--- config.mk ---
export PLATFORM = sky130hd
export DESIGN_NAME = bcd_to_binary_seq
export DESIGN_NICKNAME = d
export VERILOG_FILES = /design/src/rtl/bcd_pkg.sv /design/src/rtl/bcd_mac10.sv /design/src/rtl/bcd_to_binary_seq.sv
export SDC_FILE = /design/constraint.sdc
export NUM_CORES = 1
export LEC_CHECK = 0
export BUFFER_PORTS_ARGS = -buffer_cell sky130_fd_sc_hd__clkbuf_2
export CAP_MARGIN = 20
export CORE_ASPECT_RATIO = 2
export CORE_MARGIN = 2
export CORE_UTILIZATION = 45
export CTS_BUF_LIST = sky130_fd_sc_hd__clkbuf_16
export DETAILED_ROUTE_END_ITERATION = 8
export GPL_ROUTABILITY_DRIVEN = 0
export HOLD_SLACK_MARGIN = 0.12
export PLACE_DENSITY = 0.65
export SYNTH_ARGS = -nofsm -noshare
export SYNTH_HDL_FRONTEND = slang
export SYNTH_HIERARCHICAL = 1
export SYNTH_SLANG_ARGS = --single-unit
--- constraint.sdc ---
create_clock -name clk -period 5.5 [get_ports clk]
set_input_delay 0.55 -clock clk [delete_from_list [all_inputs] [get_ports clk]]
set_output_delay 0.55 -clock clk [all_outputs]
set_load 0.02 [all_outputs]
--- src/rtl/bcd_pkg.sv ---
// Shared types and constants for the sequential BCD-to-binary converter.
package bcd_pkg;

  typedef enum logic [1:0] {
    IDLE = 2'd0,
    CONV = 2'd1,
    DONE = 2'd2
  } state_t;

  localparam int DIGIT_W   = 4;
  localparam int MAX_DIGIT = 9;

  // Ceiling log2 that never returns less than 1, so a one-digit
  // converter still gets a legal one-bit counter.
  function automatic int clog2_min1(input int n);
    int r;
    r = 0;
    while ((1 << r) < n) begin
      r = r + 1;
    end
    return (r < 1) ? 1 : r;
  endfunction

endpackage

--- src/rtl/bcd_mac10.sv ---
// One decimal accumulate step: sum = acc*10 + d, with the carry-out
// beyond BIN_W bits reported as ovf and non-decimal digits as bad_digit.
module bcd_mac10
  import bcd_pkg::*;
#(
  parameter int BIN_W = 17
) (
  input  logic [BIN_W-1:0]   acc,
  input  logic [DIGIT_W-1:0] d,
  output logic [BIN_W-1:0]   sum,
  output logic               ovf,
  output logic               bad_digit
);

  // Four extra bits hold the worst case (2^BIN_W-1)*10+15 exactly.
  logic [BIN_W+3:0] acc_wide;
  logic [BIN_W+3:0] wide;

  assign acc_wide  = {4'b0000, acc};
  // acc*10 as (acc<<3)+(acc<<1) keeps this a pair of adders, no multiplier.
  assign wide      = (acc_wide << 3) + (acc_wide << 1) + {{BIN_W{1'b0}}, d};
  assign sum       = wide[BIN_W-1:0];
  assign ovf       = |wide[BIN_W+3:BIN_W];
  assign bad_digit = (d > DIGIT_W'(MAX_DIGIT));

endmodule

--- src/rtl/bcd_to_binary_seq.sv ---
// Sequential BCD-to-binary converter: one digit per clock, MSD first,
// with valid/ready handshakes on both sides and sticky error flags.
module bcd_to_binary_seq
  import bcd_pkg::*;
#(
  parameter int NUM_DIGITS = 5,
  parameter int BIN_W      = 17
) (
  input  logic                          clk,
  input  logic                          rst_n,
  input  logic                          in_valid,
  output logic                          in_ready,
  input  logic [DIGIT_W*NUM_DIGITS-1:0] bcd,
  output logic                          out_valid,
  input  logic                          out_ready,
  output logic [BIN_W-1:0]              binary,
  output logic                          digit_err,
  output logic                          overflow
);

  localparam int CW = clog2_min1(NUM_DIGITS);
  localparam int SW = DIGIT_W * NUM_DIGITS;

  state_t               state_reg;
  state_t               state_next;
  logic [SW-1:0]        shift_reg;
  logic [CW-1:0]        count_reg;
  logic [BIN_W-1:0]     acc_reg;
  logic                 derr_reg;
  logic                 ovf_reg;

  logic [DIGIT_W-1:0]   top_digit;
  logic [BIN_W-1:0]     mac_sum;
  logic                 mac_ovf;
  logic                 mac_bad;
  logic                 last_digit;

  assign top_digit  = shift_reg[SW-1 -: DIGIT_W];
  assign last_digit = (count_reg == CW'(NUM_DIGITS - 1));

  bcd_mac10 #(
    .BIN_W(BIN_W)
  ) u_mac (
    .acc       (acc_reg),
    .d         (top_digit),
    .sum       (mac_sum),
    .ovf       (mac_ovf),
    .bad_digit (mac_bad)
  );

  // State register.
  always_ff @(posedge clk or negedge rst_n) begin
    if (!rst_n) begin
      state_reg <= IDLE;
    end else begin
      state_reg <= state_next;
    end
  end

  // Next-state logic: accept in IDLE, step through digits, hold in DONE.
  always_comb begin
    state_next = state_reg;
    case (state_reg)
      IDLE:    if (in_valid)   state_next = CONV;
      CONV:    if (last_digit) state_next = DONE;
      DONE:    if (out_ready)  state_next = IDLE;
      default: state_next = IDLE;
    endcase
  end

  // Datapath: capture the word, then shift out one digit per cycle into
  // the accumulator while folding in the sticky error flags.
  always_ff @(posedge clk or negedge rst_n) begin
    if (!rst_n) begin
      shift_reg <= '0;
      count_reg <= '0;
      acc_reg   <= '0;
      derr_reg  <= 1'b0;
      ovf_reg   <= 1'b0;
    end else begin
      case (state_reg)
        IDLE: begin
          if (in_valid) begin
            shift_reg <= bcd;
            count_reg <= '0;
            acc_reg   <= '0;
            derr_reg  <= 1'b0;
            ovf_reg   <= 1'b0;
          end
        end
        CONV: begin
          acc_reg   <= mac_sum;
          ovf_reg   <= ovf_reg | mac_ovf;
          derr_reg  <= derr_reg | mac_bad;
          shift_reg <= shift_reg << DIGIT_W;
          count_reg <= count_reg + CW'(1);
        end
        default: begin
        end
      endcase
    end
  end

  // Handshake outputs are pure functions of the state register, so
  // neither ready nor valid has a combinational path from an input.
  assign in_ready  = (state_reg == IDLE);
  assign out_valid = (state_reg == DONE);
  assign binary    = acc_reg;
  assign digit_err = derr_reg;
  assign overflow  = ovf_reg;

endmodule

==> flow_summary.yaml <==
floorplanning:
  die-area_sq_um: 7490
  rows: 42
  io_pins: 45
  die_h_microns: 120.4
  die-width_microns: 62.21
  core-area_sq_um: 6569
  start_util_pct: 46.42
yosys:
  ys_ff_latch: 44
  synth.avg_cell_area_sq_um: 9.499
  synth_most_common_cell: "dfrtp_1"
  synth.area.top_cells: "dfrtp_1, ha_1, a22o_1"
  yosysSeqAreaShare_pct: 36.11
  synth_cell_types: 47
  yosysTopAreaCell: "dfrtp_1"
  syn_area_sq_um: 3049
  syn_nets: 382
  synthDominantCellAreaShare_pct: 36.11
  synth-main-ff-cell: "dfrtp_1"
  synth_commonest_cells: "dfrtp_1, ha_1, nor3_1"
  syn_inst: 321
  synthArstFlopShare_pct: 100.0
  synth_edf_count: 0
  ys_warn_count: 6
worst_setup_path:
  reg2reg_from: "binary[2]"
  critPathMaxFanout: 5
  critPathMaxStageDelay_ns: 0.50
  required_ns: 5.68
  critPathSlowestCell: "fa_1"
  cp-start-kind: "register"
  rr_worst_depth: 12
  cp.arrival_ns: 3.21
  r2r_setup_slack_ns: 2.47
  crit_path_end_kind: "register"
  r2r_end: "overflow"
  path_class: "reg -> reg"
  cp_cell_sequence: "inv_1 -> fa_1 -> inv_1 -> fa_1 -> a21o_1 -> a221oi_2 -> o21ai_2 -> nor4_2 -> nand4b_1 -> o2111ai_1 -> a21oi_1 -> nor2_1"
timing:
  setup_viol: 0
  slew_violations: 0
  finalClockSkew_ns: 0.005381
  rsz0062_at_grt: "false"
  fin_tns_setup_ns: 0
  slew_headroom_pct: 45.13
  setup_slack_ns: 2.468
  fin_crit_sh_pct: 55.12
  final_hold_viol_count: 0
  clock.fmax_mhz: 329.9
  layout_min_cycle_time_ns: 3.032
  worst_pin_slew_ns: 0.8230
global_route:
  grt_first_pass_wirelength_mm: 12.65
  antenna_found_initial: 0
  gr-total-overflow: 0
  track_usage_pct: 21.40
  grt_pass1_vias: 2619
  grt_start_max_net_pins: 45
placement:
  dp_slack_ns: 2.488
  portBuffers: 44
  dpl.hpwl_mm: 5.669
clock_network:
  cts_sinks: 44
  worstSkewPairLatency_ns: 0.29
  cts_tree: "yes"
  cts_resized: 0
  cts_buffers: 5
  post_cts_buffers: 0
  cts_root_buf: "clkbuf_16"
  hold_buffers: 0
  cts_max_level: 2
  clk_pin_slew_ns: 0.06
  clockBufferDepth: 2
final_layout:
  syn2layout_area_growth_pct: 12.31
  n_antenna_cell: 0
  final_nets: 418
  largest_reg_flops: 20
  drive_gt1_share_pct: 19.05
run:
  maxCapViolations: 0
routing:
  ant_nets: 0
  vias: 2603
  route.detailed.drc: 0
  drt_first_iter_violations: 85
  drt_first_pass_iters: 4
  avgRoutedWirePerCell_microns: 17.08
  drt-total-wl_mm: 7.602
  via_per_inst: 5.849
worst_hold_path:
  hold_path.class: "in -> async"
outcome:
  status: "complete, no violations"
[how the worst max path moves through the flow]
stage	from	to
final	binary[2]	overflow
after global routing	binary[0]	overflow
after CTS	binary[0]	overflow
after detailed placement	binary[0]	overflow
after global placement	binary[0]	overflow
after floorplan	binary[0]	overflow
[per-layer routing]
metal  wire length [microns]  vias to the layer above  track usage (%)
met3                     206                       15            2.605
met4                     153                        0            6.806
met2                    4469                       57            42.80
li1                        -                     1260                -
met1                    2773                     1271            22.67
met5                       0                        -                0
[metrics by stage]
step           cells  hold WS (ns)  area, sq um  utilization (%)
2_1_floorplan    321        0.2544         3049                -
3_3_place_gp     438        0.5076         3287            50.04
3_5_place_dp     438        0.5246         3287            50.04
4_1_cts          445        0.3672         3425            52.13
5_1_grt          445        0.4034         3425            52.13
6_report         445        0.3360         3425            52.13
[cells in the final DEF, fill, tap and decap left out, types with 2 or more instances in the layout]
cell type / Yosys / final
nand2_1: 18 / 18
o21a_1: 2 / 2
ha_1: 35 / 35
dfrtp_1: 44 / 44
clkbuf_16: 0 / 5
o21ai_1: 2 / 2
or2_2: 2 / 2
clkbuf_2: 0 / 44
a211oi_1: 2 / 2
a21oi_1: 18 / 18
o32ai_1: 5 / 5
a22o_1: 18 / 18
nor3_2: 4 / 4
nor2b_1: 2 / 2
nor2_1: 22 / 22
fa_1: 2 / 2
inv_1: 14 / 14
o21bai_1: 2 / 2
o211ai_1: 3 / 3
nand4_1: 2 / 2
xnor2_1: 9 / 9
nor3_1: 31 / 31
xor2_1: 5 / 5
o21ai_0: 16 / 16
nand3b_1: 2 / 2
o22ai_1: 16 / 16
nand3_1: 4 / 4
a21o_1: 6 / 6
buf_4: 5 / 4
[worst max-delay path: cells and delay by family, from the launching register on]
| kind | cells | cell delay (ns) |
|---|---|---|
| compound gates | 5 | 0.98 |
| fa+ha+maj | 2 | 0.96 |
| simple gates | 3 | 0.42 |
| flops | 1 | 0.40 |
| buf+inv | 2 | 0.17 |
[area by class of cell]
type | instances | area, sq um
Tap cell | 88 | 110.1
Clock buffer | 5 | 125.1
Inverter | 14 | 52.55
Fill cell | 629 | 3144
Sequential cell | 44 | 1101
Multi-Input combinational cell | 244 | 1773
Timing Repair Buffer | 48 | 250.2
Clock inverter | 2 | 12.51
[logic make-up after synthesis]
logic type / after synthesis / synth area share (%)
muxes: 1 / 0.3283
and+or+nand+nor: 92 / 15.26
DFF: 44 / 36.11
buffers and inverters: 33 / 5.745
AOI/OAI and AO/OA: 100 / 22.86
xor gates and xnor gates: 14 / 4.021
adders and majority gates: 37 / 15.68
Power is not shown: default switching activity piles up to over one toggle a cycle in this logic, so the estimate is an artifact.
